[config.mk]
export PLATFORM = sky130hd
export DESIGN_NAME = maq_t
export DESIGN_NICKNAME = d
export VERILOG_FILES = /design/src/rtl/maq_pkg.sv /design/src/rtl/maq_bcd_dec.sv /design/src/rtl/maq_t.sv
export SDC_FILE = /design/constraint.sdc
export NUM_CORES = 1
export LEC_CHECK = 0
export BUFFER_PORTS_ARGS = -buffer_cell sky130_fd_sc_hd__buf_2
export CAP_MARGIN = 15
export CELL_PAD_IN_SITES_DETAIL_PLACEMENT = 1
export CELL_PAD_IN_SITES_GLOBAL_PLACEMENT = 2
export CORE_MARGIN = 2
export CORE_UTILIZATION = 28
export CTS_BUF_LIST = sky130_fd_sc_hd__clkbuf_4 sky130_fd_sc_hd__clkbuf_8
export DETAILED_ROUTE_END_ITERATION = 10
export PLACE_DENSITY = 0.81
export SETUP_SLACK_MARGIN = 0.1
export SYNTH_ARGS = -nofsm -noshare
export SYNTH_HDL_FRONTEND = slang
export SYNTH_SLANG_ARGS = --single-unit
[constraint.sdc]
create_clock -name maqt_clock -period 2.5 [get_ports maqt_clock]
set_clock_uncertainty 0.15 [all_clocks]
set_input_delay 0.25 -clock maqt_clock [delete_from_list [all_inputs] [get_ports maqt_clock]]
set_output_delay 0.25 -clock maqt_clock [all_outputs]
set_load 0.02 [all_outputs]
[src/rtl/maq_pkg.sv]
// Shared types and constants for the MM:SS BCD countdown timer.
package maq_pkg;

  typedef enum logic [1:0] {
    IDLE,
    RUN,
    PAUSE,
    DONE
  } maq_t_state_e;

  localparam int unsigned BCD_LSD_MAX = 9;
  localparam int unsigned BCD_MSD_MAX = 5;

  typedef struct packed {
    logic [2:0] min_msd;
    logic [3:0] min_lsd;
    logic [2:0] sec_msd;
    logic [3:0] sec_lsd;
  } maq_mmss_t;

  function automatic logic mmss_is_zero(maq_mmss_t t);
    return t == '0;
  endfunction

endpackage

[src/rtl/maq_bcd_dec.sv]
// Combinational decrement of one 00-59 BCD digit pair, gated by borrow_i.
module maq_bcd_dec
  import maq_pkg::*;
#(
  parameter int unsigned MSD_MAX = BCD_MSD_MAX,
  parameter int unsigned LSD_MAX = BCD_LSD_MAX
) (
  input  logic [3:0] lsd_i,
  input  logic [2:0] msd_i,
  input  logic       borrow_i,
  output logic [3:0] lsd_o,
  output logic [2:0] msd_o,
  output logic       borrow_o
);

  always_comb begin
    lsd_o    = lsd_i;
    msd_o    = msd_i;
    borrow_o = 1'b0;
    if (borrow_i) begin
      if (lsd_i != 4'd0) begin
        lsd_o = lsd_i - 4'd1;
      end else begin
        lsd_o = 4'(LSD_MAX);
        if (msd_i != 3'd0) begin
          msd_o = msd_i - 3'd1;
        end else begin
          msd_o    = 3'(MSD_MAX);
          borrow_o = 1'b1;
        end
      end
    end
  end

endmodule

[src/rtl/maq_t.sv]
// MM:SS BCD countdown timer: host load/start/pause/clear, 1 Hz decrement,
// one-cycle expiry pulse and load-reject pulse.
module maq_t
  import maq_pkg::*;
#(
  parameter int unsigned MSD_MAX = BCD_MSD_MAX,
  parameter int unsigned LSD_MAX = BCD_LSD_MAX
) (
  input  logic       maqt_clock,
  input  logic       maqt_reset,
  input  logic       maqt_enable,
  input  logic       maqt_load,
  input  logic       maqt_start,
  input  logic       maqt_pause,
  input  logic       maqt_clear,
  input  logic [3:0] maqt_ld_sec_lsd,
  input  logic [2:0] maqt_ld_sec_msd,
  input  logic [3:0] maqt_ld_min_lsd,
  input  logic [2:0] maqt_ld_min_msd,
  output logic [3:0] maqt_sec_lsd,
  output logic [2:0] maqt_sec_msd,
  output logic [3:0] maqt_min_lsd,
  output logic [2:0] maqt_min_msd,
  output logic       maqt_running,
  output logic       maqt_expired,
  output logic       maqt_done,
  output logic       maqt_load_err
);

  maq_t_state_e state_q, state_d;
  maq_mmss_t    count_q, count_d, count_dec, load_val;
  logic         done_q, done_d;
  logic         load_err_q, load_err_d;
  logic         running_q, expired_q;
  logic         load_valid;

  logic [3:0] dec_sec_lsd, dec_min_lsd;
  logic [2:0] dec_sec_msd, dec_min_msd;
  logic       sec_borrow;
  // Minutes never borrow out: a zero count is never decremented.
  logic       min_borrow_unused;

  assign load_val = {maqt_ld_min_msd, maqt_ld_min_lsd, maqt_ld_sec_msd, maqt_ld_sec_lsd};

  assign load_valid = (maqt_ld_sec_lsd <= 4'(LSD_MAX)) && (maqt_ld_min_lsd <= 4'(LSD_MAX)) &&
                      (maqt_ld_sec_msd <= 3'(MSD_MAX)) && (maqt_ld_min_msd <= 3'(MSD_MAX));

  maq_bcd_dec #(
    .MSD_MAX (MSD_MAX),
    .LSD_MAX (LSD_MAX)
  ) u_sec_dec (
    .lsd_i    (count_q.sec_lsd),
    .msd_i    (count_q.sec_msd),
    .borrow_i (1'b1),
    .lsd_o    (dec_sec_lsd),
    .msd_o    (dec_sec_msd),
    .borrow_o (sec_borrow)
  );

  maq_bcd_dec #(
    .MSD_MAX (MSD_MAX),
    .LSD_MAX (LSD_MAX)
  ) u_min_dec (
    .lsd_i    (count_q.min_lsd),
    .msd_i    (count_q.min_msd),
    .borrow_i (sec_borrow),
    .lsd_o    (dec_min_lsd),
    .msd_o    (dec_min_msd),
    .borrow_o (min_borrow_unused)
  );

  assign count_dec = {dec_min_msd, dec_min_lsd, dec_sec_msd, dec_sec_lsd};

  // Requests that are ignored in the current state fall through to lower priorities.
  always_comb begin
    state_d    = state_q;
    count_d    = count_q;
    done_d     = 1'b0;
    load_err_d = 1'b0;
    if (maqt_clear) begin
      count_d = '0;
      state_d = IDLE;
    end else if (maqt_load && (state_q != RUN)) begin
      if (load_valid) begin
        count_d = load_val;
        state_d = IDLE;
      end else begin
        load_err_d = 1'b1;
      end
    end else if (maqt_pause && (state_q == RUN)) begin
      state_d = PAUSE;
    end else if (maqt_start && ((state_q == IDLE) || (state_q == PAUSE)) &&
                 !mmss_is_zero(count_q)) begin
      state_d = RUN;
    end else if (maqt_enable && (state_q == RUN)) begin
      count_d = count_dec;
      if (mmss_is_zero(count_dec)) begin
        state_d = DONE;
        done_d  = 1'b1;
      end
    end
  end

  always_ff @(posedge maqt_clock) begin
    if (maqt_reset) begin
      state_q    <= IDLE;
      count_q    <= '0;
      done_q     <= 1'b0;
      load_err_q <= 1'b0;
      running_q  <= 1'b0;
      expired_q  <= 1'b0;
    end else begin
      state_q    <= state_d;
      count_q    <= count_d;
      done_q     <= done_d;
      load_err_q <= load_err_d;
      running_q  <= (state_d == RUN);
      expired_q  <= (state_d == DONE);
    end
  end

  assign maqt_sec_lsd  = count_q.sec_lsd;
  assign maqt_sec_msd  = count_q.sec_msd;
  assign maqt_min_lsd  = count_q.min_lsd;
  assign maqt_min_msd  = count_q.min_msd;
  assign maqt_running  = running_q;
  assign maqt_expired  = expired_q;
  assign maqt_done     = done_q;
  assign maqt_load_err = load_err_q;

endmodule

# [Yosys cells after proc, flatten, opt, wreduce, memory -nomap -nowiden]
# Cells that the tools add are included.
[totals] reg_bits=20 out_inout_bits=18 in_bits=21 wordCells=73
[classes] muxes=24 n_bitwise=2 n_eq_ne=8 magnitude_cmp=4 n_addsub=4 n_reduce_logical=22
[ops] cell="14-bit 2-to-1 mux" n=5
[ops] cell="14-bit logical NOT" n=2
[ops] cell="3-bit 2-to-1 mux" n=5
[ops] cell="2-bit 2-to-1 mux" n=7
[ops] cell="4-bit 2-to-1 mux" n=3
[ops] cell="4-bit <= comparator (second input constant)" n=2
[ops] cell="1-bit logical AND" n=8
[ops] cell="4-bit nonzero test" n=2
[ops] cell="4-bit by 1-bit subtractor with 4-bit output (second input constant)" n=2
[ops] cell="3-bit <= comparator (second input constant)" n=2
[ops] cell="2-bit != test (second input constant)" n=3
[ops] cell="3-bit nonzero test" n=2
[ops] cell="6-bit OR reduction" n=1
[ops] cell="3-bit by 1-bit subtractor with 3-bit output (second input constant)" n=2
[ops] cell="2-bit by 1-bit == test with 1-bit output (second input constant)" n=2
[ops] cell="2-bit == test (second input constant)" n=2
[ops] cell="1-bit 2-to-1 mux" n=4
[ops] cell="4-bit AND reduction" n=1
[ops] cell="3-bit OR reduction" n=1
[ops] cell="2-bit logical NOT" n=1
[ops] cell="2-bit by 1-bit != test with 1-bit output (second input constant)" n=1
[ops] cell="1-bit NOT" n=2
[ops] cell="2-bit nonzero test" n=1
[ops] cell="2-bit OR reduction" n=1
[ops] cell="2 further kinds" n=2

# [Depth between registers and ports, before layout]
# Gate-level depths: netlist (run 1).
[logic_depth] depth_word=12 mapped_depth=7 ltp_nobuf=7

# [Hierarchy]
# Synthesis (run 1) repeated with hierarchy kept, for this count alone.
[hier_totals] hier_cells=155 area_unflattened_um2=1403.8
[modules_own_cells] mod="maq_t" n_inst=1 seq_area_each_um2=400.4 area_per_inst_um2=1131.1 cells_each=115
[modules_own_cells] mod="maq_bcd_dec" n_inst=2 seq_area_each_um2=0.0 area_per_inst_um2=136.4 cells_each=20

# [Worst setup path after synthesis (run 1)]
# OpenSTA, ideal clock, no wires.
[synth_timing] path_type="register to register" start="register count_q, in the netlist maqt_sec_lsd[0]" end="register count_q, in the netlist maqt_min_lsd[2]" setup_ns=0.070 synth_period_minus_slack_ns=1.896 path_buffers=1 stages_incl_launch_ff=7 t_required_ns=2.280 path_slack_ns=0.604 arrival_time_ns=1.675 cell_sequence="dfxtp_1 or4_1 buf_2 nor4_4 nand3_1 a21o_1 a21oi_1"
[synth_via] elab_chain_len=7 elab_cells_between_ends=12 classes_between="eq/ne (1); mux (6); reduce/logical (5)"
[synth_rtl] element="start, declared" line_no="maq_t.sv:31" source="maq_mmss_t count_q, count_d, count_dec, load_val;"
[synth_rtl] element="start signal, assigned" line_no="maq_t.sv:114" source="count_q <= count_d;"
[synth_rtl] element="4-bit nonzero test" line_no="maq_bcd_dec.sv:21" source="if (lsd_i != 4'd0) begin"
[synth_rtl] element="1-bit 2-to-1 mux" line_no="maq_bcd_dec.sv:21"
[synth_rtl] element="4-bit 2-to-1 mux" line_no="maq_bcd_dec.sv:20" source="if (borrow_i) begin"
[synth_rtl] element="14-bit 2-to-1 mux" line_no="maq_t.sv:95" source="end else if (maqt_enable && (state_q == RUN)) begin"
[synth_rtl] element="14-bit 2-to-1 mux" line_no="maq_t.sv:92" source="end else if (maqt_start && ((state_q == IDLE) || (state_q == PAUSE)) &&"
[synth_rtl] element="14-bit 2-to-1 mux" line_no="maq_t.sv:90" source="end else if (maqt_pause && (state_q == RUN)) begin"
[synth_rtl] element="14-bit 2-to-1 mux" line_no="maq_t.sv:83" source="end else if (maqt_load && (state_q != RUN)) begin"
# Parallel ways exist; a longest one is shown, timed or not. The select of a mux whose other input is x is not followed.
# A chain may end at the register's enable or synchronous reset.

# [Worst setup path in the final report (run 1)]
[layout_timing] start="register count_q, in the netlist maqt_sec_msd[0]" end="register count_q, in the netlist maqt_min_msd[1]"
[layout_via] elab_chain_len=8 elab_cells_between_ends=13 classes_between="eq/ne (1); mux (7); reduce/logical (5)"
[layout_rtl] element="3-bit nonzero test" line_no="maq_bcd_dec.sv:25" source="if (msd_i != 3'd0) begin"
[layout_rtl] element="1-bit 2-to-1 mux" line_no="maq_bcd_dec.sv:25"
[layout_rtl] element="1-bit 2-to-1 mux" line_no="maq_bcd_dec.sv:21"
[layout_rtl] element="3-bit 2-to-1 mux" line_no="maq_bcd_dec.sv:20"
[layout_rtl] element="14-bit 2-to-1 mux" line_no="maq_t.sv:95"
[layout_rtl] element="14-bit 2-to-1 mux" line_no="maq_t.sv:92"
[layout_rtl] element="14-bit 2-to-1 mux" line_no="maq_t.sv:90"
[layout_rtl] element="14-bit 2-to-1 mux" line_no="maq_t.sv:83"
# Parallel ways exist; a longest one is shown, timed or not. The select of a mux whose other input is x is not followed.

==> flow_metrics.env, run 1 <==
export IMPL_status="completed"
export IMPL_syn_num_nets=176
export IMPL_power_w=0.0008185
export IMPL_numCtsBuffers=3
export IMPL_power_density_mw_per_mm2=536.6
export IMPL_async_flop_share_pct=0
export IMPL_grtUsageTotal_pct=17.41
export IMPL_vias=1391
export IMPL_slew_headroom_pct=56.64
export IMPL_dieArea_mm2=0.004801
export IMPL_die_h_um=69.29
export IMPL_rows=23
export IMPL_dp_hpwl_mm=3.078
export IMPL_routedWlPerCell_um=16.72
export IMPL_fin_crit_ps=2102
export IMPL_post_cts_resized=0
export IMPL_drt_iter0_markers=93
export IMPL_hold_ws_ps=87.03
export IMPL_min_from="maqt_ld_sec_lsd[0]"
export IMPL_drc=0
export IMPL_maxCapViolCount=0
export IMPL_drive_gt1_share_pct=27.46
export IMPL_cts_hold_buf=0
export IMPL_reg2reg_slack_ps=400
export IMPL_synthTopCellsByCount="dfxtp_1, nor2_1, a21oi_1"
export IMPL_fin_setup_tns_ps=0
export IMPL_cp_start_kind="flip-flop"
export IMPL_r2r_cells=7
export IMPL_rr_endpoint="maqt_min_msd[1]$_SDFFE_PP0P_"
export IMPL_ir_drop_uv=273.3
export IMPL_synth_edf_count=0
export IMPL_dr_pass1_iters=4
export IMPL_yosysTopAreaCell="dfxtp_1"
export IMPL_cp_startpoint="maqt_sec_msd[0]$_SDFFE_PP0P_"
export IMPL_root_buffer="clkbuf_8"
export IMPL_required_ps=2560
export IMPL_gp_congestion=0.7978
export IMPL_seq_area_um2=400.4
export IMPL_cts_buffer_depth=2
export IMPL_initial_core_util_pct=29.42
export IMPL_grt_pass1_wl_mm=6.775
export IMPL_p_leak_nw=0.6422
export IMPL_synth_warnings=0
export IMPL_post_cts_setup_buffers=0
export IMPL_placed_cells=239
export IMPL_antenna_found_initial=0
export IMPL_final_antenna_net_count=0
export IMPL_clock_latency_ps=270
export IMPL_cts_tree="yes"
export IMPL_layout_cells_non_filler=243
export IMPL_area_growth_synth_to_final_pct=27.78
export IMPL_ys_ff_latch=20
export IMPL_rsz0062_at_grt="no"
export IMPL_worstReg2RegStart="maqt_sec_msd[0]$_SDFFE_PP0P_"
export IMPL_cp_arrival_ps=2170
export IMPL_vias_per_cell=5.724
export IMPL_synth_avg_cell_area_um2=7.802
export IMPL_yosysMostFrequentCell="dfxtp_1"
export IMPL_die_w_um=69.29
export IMPL_antenna_cells=0
export IMPL_endpoint="maqt_min_msd[1]$_SDFFE_PP0P_"
export IMPL_max_freq_mhz=475.7
export IMPL_multiInputGateArea_um2=755.7
export IMPL_ios=39
export IMPL_cp_max_fo=6
export IMPL_wl_mm=4.062
export IMPL_port_buffers=38
export IMPL_endpoint_kind="flip-flop"
export IMPL_synth_area_mm2=0.001194
export IMPL_globalRouteOverflowTotal=0
export IMPL_grt_pass1_vias=1413
export IMPL_path_clk_slew_ps=80
export IMPL_grt_max_degree=17
export IMPL_slew_violations=0
export IMPL_synth_top_area_share_pct=33.54
export IMPL_cts_sinks=20
export IMPL_n_fill_cell=506
export IMPL_htreeDepth=1
export IMPL_worst_pin_slew_ps=650.4
export IMPL_ys_seq_area_share_pct=33.54
export IMPL_ys_flop_type="dfxtp_1"
export IMPL_hold_viol=0
export IMPL_finalSetupViolations=0
export IMPL_design_core_area_mm2=0.004058
export IMPL_period_share_pct=84.09
export IMPL_final_nets=217
export IMPL_synth_area_leaders="dfxtp_1, a21oi_1, nor2_1"
export IMPL_hold_path_class="in2reg"
export IMPL_ys_types=44
export IMPL_worstSetupPathType="reg2reg"
export IMPL_syn_inst=153
## layout by cell type (no fill, tap or decap), drive strengths merged, types with 2 or more instances in the layout
master  count
buf        43
dfxtp      20
nor2       16
a21oi      16
o21ai      15
nand2       9
nand3       9
nor3        6
a211oi      5
o211ai      4
nor2b       3
nand4       3
and3        3
a31oi       3
clkbuf      3
nor4        3
inv         2
nand2b      2
nor3b       2
o21a        2
and2        2
o31ai       2
o22a        2
ha          2
## stage by stage
stage / setup WS (ps) / util, % / area, um^2
floorplan: 604.3 / - / 1194
global placement: 462.0 / 35.83 / 1454
detailed placement: 457.8 / 35.83 / 1454
CTS: 420.7 / 37.59 / 1525
finish: 397.7 / 37.59 / 1525
global route: 222.0 / 37.59 / 1525
## cell type report
class | count | share of cell area [%]
inverters | 2 | 0.4922
clock buffers | 3 | 2.707
repair buffers | 43 | 14.93
well taps | 50 | 4.102
multi-input cells | 124 | 49.55
clock inverters | 1 | 1.969
flip-flops and latches | 20 | 26.25
## power breakdown
group	switching (W)	total (W)	internal, W
Sequential	0.00000841	0.000333	0.000324
Combinational	0.0000935	0.000151	0.0000579
Clock	0.000120	0.000334	0.000214
Total	0.000222	0.000818	0.000596
## worst min-delay path by stage
stage,endpoint,slack (ps),cells after the start
global placement,maqt_sec_msd[1]$_SDFFE_PP0P_,340,2
CTS,maqt_sec_lsd[0]$_SDFFE_PP0P_,90,3
global route,maqt_sec_lsd[0]$_SDFFE_PP0P_,90,3
detailed placement,maqt_sec_msd[1]$_SDFFE_PP0P_,360,2
floorplan,state_q[0]$_SDFF_PP0_,240,1
finish,maqt_sec_lsd[0]$_SDFFE_PP0P_,90,3
## sequential cells by signal, indices dropped and copies added (netlist names)
signal and count:
maqt_done 1, maqt_expired 1, maqt_load_err 1, maqt_min_lsd 4, maqt_min_msd 3, maqt_running 1
maqt_sec_lsd 4, maqt_sec_msd 3, state_q 2
## critical path, cell delays in order, from the launching register on
cell      delay, ps
dfxtp_1         370
nor2_1          170
ha_1            240
nor2b_1         330
and3_1          280
a31oi_1         110
a211oi_1        280
a31o_1          120
## metal layers
layer | up-vias | part of all wire, % | global-route usage, %
met5 | - | 0 | 0
met4 | 0 | 4.0 | 9.368
met3 | 12 | 3.7 | 3.488
met2 | 35 | 46 | 28.10
met1 | 675 | 46 | 21.68
li1 | 669 | - | -
## kinds of logic after synthesis
logic type	after synthesis	share of synthesized area (%)
AOI/OAI and AO/OA	59	32.39
adders and majority gates	2	2.096
buffers and inverters	9	3.144
DFF	20	33.54
and+or+nand+nor	63	28.83
No activity file was read; power rests on OpenSTA's default activity.
==> run 2: changes to the inputs <==
==> constraint.sdc (replaced) <==
create_clock -name maqt_clock -period 2.15 [get_ports maqt_clock]
set_clock_uncertainty 0.15 [all_clocks]
set_input_delay 0.215 -clock maqt_clock [delete_from_list [all_inputs] [get_ports maqt_clock]]
set_output_delay 0.215 -clock maqt_clock [all_outputs]
set_load 0.02 [all_outputs]
==> flow_metrics.env, run 2 (synthesis results as in run 1) <==
export IMPL_status="completed"
export IMPL_cts_hold_buf=0
export IMPL_die_h_um=69.29
export IMPL_finalSetupViolations=0
export IMPL_worstSetupPathType="reg2reg"
export IMPL_internal_power_w=0.0006152
export IMPL_holdPathStages=3
export IMPL_dieArea_mm2=0.004801
export IMPL_hold_viol=0
export IMPL_finish_instance_area_mm2=0.001567
export IMPL_worst_pin_slew_ps=555.4
export IMPL_port_buffers=38
export IMPL_area_growth_synth_to_final_pct=31.24
export IMPL_cpMaxStageDelayCell="dfxtp_1"
export IMPL_power_density_mw_per_mm2=558.6
export IMPL_initial_core_util_pct=29.42
export IMPL_antenna_found_initial=0
export IMPL_rows=23
export IMPL_grt_pass1_vias=1440
export IMPL_placed_cell_area_mm2=0.001484
export IMPL_final_cell_mix="buf_2, dfxtp_1, nor2_1"
export IMPL_slew_headroom_pct=62.69
export IMPL_drive_gt1_share_pct=30.96
export IMPL_maxCapViolCount=0
export IMPL_clockPowerShare_pct=34.3
export IMPL_ios=39
export IMPL_design_core_area_mm2=0.004058
export IMPL_p_leak_nw=0.6660
export IMPL_vias_per_cell=5.656
export IMPL_fin_util_pct=38.61
export IMPL_grt_pass1_wl_mm=7.044
export IMPL_ir_drop_uv=336.3
export IMPL_post_cts_setup_buffers=0
export IMPL_grtUsageTotal_pct=18.30
export IMPL_final_common_cell="buf_2"
export IMPL_die_w_um=69.29
export IMPL_drc=0
export IMPL_rsz0062_at_grt="yes"
export IMPL_final_antenna_net_count=0
export IMPL_antenna_cells=0
export IMPL_endpoint_kind="flip-flop"
export IMPL_cts_sinks=20
export IMPL_final_nets=221
export IMPL_wl_mm=4.365
export IMPL_cts_buffer_depth=2
export IMPL_required_ps=2210
export IMPL_switching_power_w=0.0002598
export IMPL_gp_congestion=0.9237
export IMPL_grt_max_degree=16
export IMPL_dp_hpwl_mm=3.382
export IMPL_fin_crit_ps=1965
export IMPL_cp_max_fo=6
export IMPL_cts_tree="yes"
export IMPL_r2r_cells=7
export IMPL_vias=1397
export IMPL_dr_pass1_iters=4
export IMPL_max_freq_mhz=508.8
export IMPL_period_share_pct=91.41
export IMPL_p_seq_share_pct=44.2
export IMPL_cp_arrival_ps=2020
export IMPL_htreeDepth=1
export IMPL_pwr_share_comb_pct=21.6
export IMPL_cp_start_kind="flip-flop"
export IMPL_slew_violations=0
export IMPL_path_clk_slew_ps=90
export IMPL_slowest_delay_ps=360
export IMPL_globalRouteOverflowTotal=0
export IMPL_drt_iter0_markers=70
export IMPL_numCtsBuffers=3
export IMPL_routedWlPerCell_um=17.67
export IMPL_clock_latency_ps=260
export IMPL_path_cells="nor2_1 -> ha_2 -> nor2b_4 -> and3_1 -> a31oi_1 -> a211oi_1 -> a31o_1"
export IMPL_root_buffer="clkbuf_8"
export IMPL_swShare_pct=29.69
export IMPL_hold_path_class="in2reg"
export IMPL_fin_setup_tns_ps=0
-- run 2: cell count changes in the layout (fill, tap and decap cells not counted), sizes merged --
cell | before | now
buf | 43 | 47
bufinv | 1 | 0
clkbuf | 3 | 4
-- run 2: final timing paths --
| kind | startpoint | end | slack, ps |
|---|---|---|---|
| hold / removal | maqt_ld_sec_lsd[0] | maqt_sec_lsd[0]$_SDFFE_PP0P_ | 60 |
| hold reg to reg | maqt_min_lsd[3]$_SDFFE_PP0P_ | maqt_min_lsd[3]$_SDFFE_PP0P_ | 410 |
| setup / recovery | maqt_sec_msd[0]$_SDFFE_PP0P_ | maqt_min_msd[1]$_SDFFE_PP0P_ | 180 |
| setup reg to reg | maqt_sec_msd[0]$_SDFFE_PP0P_ | maqt_min_msd[1]$_SDFFE_PP0P_ | 180 |
-- run 2: timing repair --
action | 4_1_cts | 5_1_grt
cloned | 0 | 0
setup endpoints to repair | 2 | 4
resized for setup | 1 | 5
-- run 2: per-stage QoR --
step / cells / power (W) / hold slack (ps) / worst slack [ps]
3_3_place_gp: 243 / 0.0005727 / 326.9 / 184.4
3_5_place_dp: 243 / 0.0005773 / 330.9 / 98.51
5_1_grt: 247 / 0.0009215 / 56.40 / 90.64
2_1_floorplan: 153 / 0.0005033 / 209.8 / 254.3
4_1_cts: 247 / 0.0008802 / 48.45 / 139.9
6_report: 247 / 0.0008750 / 60.10 / 184.6
-- run 2: per-layer routing --
layer  vias to the layer above  GRT usage [%]  routed length [um]
met3                         4          4.651                 161
met5                         -              0                   0
met1                       693          22.34                1942
met4                         0          5.882                  48
met2                        30          31.30                2212
li1                        670              -                   -
-- run 2: power by group through the flow --
stage | combinational, W | sequential, W | clock (W)
finish | 0.000189 | 0.000386 | 0.000300
floorplan | 0.000102 | 0.000401 | 0
global placement | 0.000179 | 0.000394 | 0
detailed placement | 0.000183 | 0.000395 | 0
global route | 0.000209 | 0.000388 | 0.000325
CTS | 0.000184 | 0.000386 | 0.000310
-- run 2: cell type report --
cell class	count	area [um^2]
clock buffers	4	55.05
inverters	2	7.507
repair buffers	47	257.7
multi-input cells	124	783.3
flip-flops and latches	20	400.4
fillers	518	2491
well taps	50	62.56
-- run 2: critical path: cells and delay by family (launching register included) --
kind	cells	cell delay, ps
AOI/OAI and AO/OA	3	540
DFF	1	360
adders and majority gates	1	240
and+or+nand+nor	3	620
==> run 3: changes to the inputs <==
--- a/config.mk
+++ b/config.mk
@@ -14,6 +14,7 @@
 export CTS_BUF_LIST = sky130_fd_sc_hd__clkbuf_4 sky130_fd_sc_hd__clkbuf_8
 export DETAILED_ROUTE_END_ITERATION = 10
 export PLACE_DENSITY = 0.81
+export RECOVER_POWER = 50
 export SETUP_SLACK_MARGIN = 0.1
 export SYNTH_ARGS = -nofsm -noshare
 export SYNTH_HDL_FRONTEND = slang
==> flow_metrics.env, run 3 (synthesis results as in run 1) <==
export IMPL_antenna_cells=0
export IMPL_busiest_layer="met2"
export IMPL_n_fill_cell=518
export IMPL_ios=39
export IMPL_period_share_pct=91.54
export IMPL_use_met3_pct=4.651
export IMPL_status="completed"
export IMPL_dr_pass1_iters=4
export IMPL_maxCapViolCount=0
export IMPL_dieArea_mm2=0.004801
export IMPL_drc=0
export IMPL_use_met2_pct=31.30
export IMPL_cp_start_kind="flip-flop"
export IMPL_dp_hpwl_mm=3.382
export IMPL_power_density_mw_per_mm2=567.9
export IMPL_grtUsageTotal_pct=18.30
export IMPL_cp_max_fo=6
export IMPL_endpoint_kind="flip-flop"
export IMPL_wl_mm=4.372
export IMPL_max_freq_mhz=508.1
export IMPL_cts_sinks=20
export IMPL_grt_pass1_vias=1440
export IMPL_slew_violations=0
export IMPL_numCtsBuffers=3
export IMPL_area_growth_synth_to_final_pct=29.04
export IMPL_rsz0062_at_grt="yes"
export IMPL_initial_core_util_pct=29.42
export IMPL_drt_iter0_markers=65
export IMPL_cp_arrival_ps=2030
export IMPL_power_w=0.0008747
export IMPL_finalSetupViolations=0
export IMPL_final_cell_mix="buf_2, dfxtp_1, clkbuf_1"
export IMPL_worstSetupPathType="reg2reg"
export IMPL_fin_setup_tns_ps=0
export IMPL_grt_pass1_wl_mm=7.044
export IMPL_vias=1408
export IMPL_hold_viol=0
export IMPL_gp_congestion=0.9237
export IMPL_slew_headroom_pct=62.03
export IMPL_drive_gt1_share_pct=21.32
export IMPL_path_clk_slew_ps=90
export IMPL_vias_per_cell=5.700
export IMPL_cts_tree="yes"
export IMPL_placed_cell_area_mm2=0.001484
export IMPL_die_w_um=69.29
export IMPL_p_leak_nw=0.5842
export IMPL_post_cts_setup_buffers=0
export IMPL_ir_drop_uv=337.4
export IMPL_grt_max_degree=16
export IMPL_rows=23
export IMPL_design_core_area_mm2=0.004058
export IMPL_final_nets=221
export IMPL_htreeDepth=1
export IMPL_clock_latency_ps=270
export IMPL_die_h_um=69.29
export IMPL_routedWlPerCell_um=17.70
export IMPL_hold_path_class="in2reg"
export IMPL_antenna_found_initial=0
export IMPL_finish_instance_area_mm2=0.001540
export IMPL_port_buffers=38
export IMPL_cts_buffer_depth=2
export IMPL_final_antenna_net_count=0
export IMPL_root_buffer="clkbuf_8"
export IMPL_worst_pin_slew_ps=565.2
export IMPL_grt_use_met1_pct=22.34
export IMPL_cts_hold_buf=0
export IMPL_globalRouteOverflowTotal=0
export IMPL_fin_crit_ps=1968
export IMPL_required_ps=2210
## run 3: worst max-delay path, cell delays in order, from the launching register on
cell	delay (ps)
dfxtp_1	360
nor2_1	170
ha_2	240
nor2b_4	200
and3_1	250
a31oi_1	100
a211oi_1	300
a31o_1	140
## run 3: per-stage QoR
stage	hold slack, ps	util, %	instances	worst slack [ps]
floorplan	209.8	-	153	254.3
global placement	326.9	36.57	243	184.4
detailed placement	330.9	36.57	243	98.51
CTS	48.45	37.99	247	139.9
global route	56.40	37.96	247	88.50
finish	58.96	37.96	247	181.9
## run 3: what timing repair did
item                       4_1_cts  5_1_grt
hold endpoints to repair         0        0
setup endpoints to repair        2        4
gates resized for setup          1        5
pin swaps                        0        0
## run 3: area by class of cell
type / instances / area, um^2 / area share, %
clock buffer: 4 / 55.05 / 3.574
inverter: 2 / 7.507 / 0.4874
multi-input combinational: 124 / 783.3 / 50.85
sequential: 20 / 400.4 / 26.00
tap: 50 / 62.56 / 4.062
timing repair buffer: 47 / 231.5 / 15.03
## run 3: path summary, 6_finish.rpt
| check | slack (ps) | end | depth (start not counted) | startpoint |
|---|---|---|---|---|
| min | 60 | maqt_sec_lsd[0]$_SDFFE_PP0P_ | 3 | maqt_ld_sec_lsd[0] |
| min reg2reg | 410 | maqt_min_lsd[3]$_SDFFE_PP0P_ | 2 | maqt_min_lsd[3]$_SDFFE_PP0P_ |
| max | 180 | maqt_min_msd[1]$_SDFFE_PP0P_ | 7 | maqt_sec_msd[0]$_SDFFE_PP0P_ |
| max reg2reg | 180 | maqt_min_msd[1]$_SDFFE_PP0P_ | 7 | maqt_sec_msd[0]$_SDFFE_PP0P_ |
## run 3: power by group
part           internal, W  leakage (nW)  switching (W)
combinational    0.0000721         0.394       0.000114
sequential        0.000377         0.162     0.00000939
clock             0.000163        0.0288       0.000139
total             0.000613         0.584       0.000262
## run 3: metal layers
metal	up-vias	part of all wire, %	wire length (um)
li1	671	-	-
met1	697	44	1919
met2	32	50	2198
met3	8	4.0	177
met4	0	1.7	76
met5	-	0	0
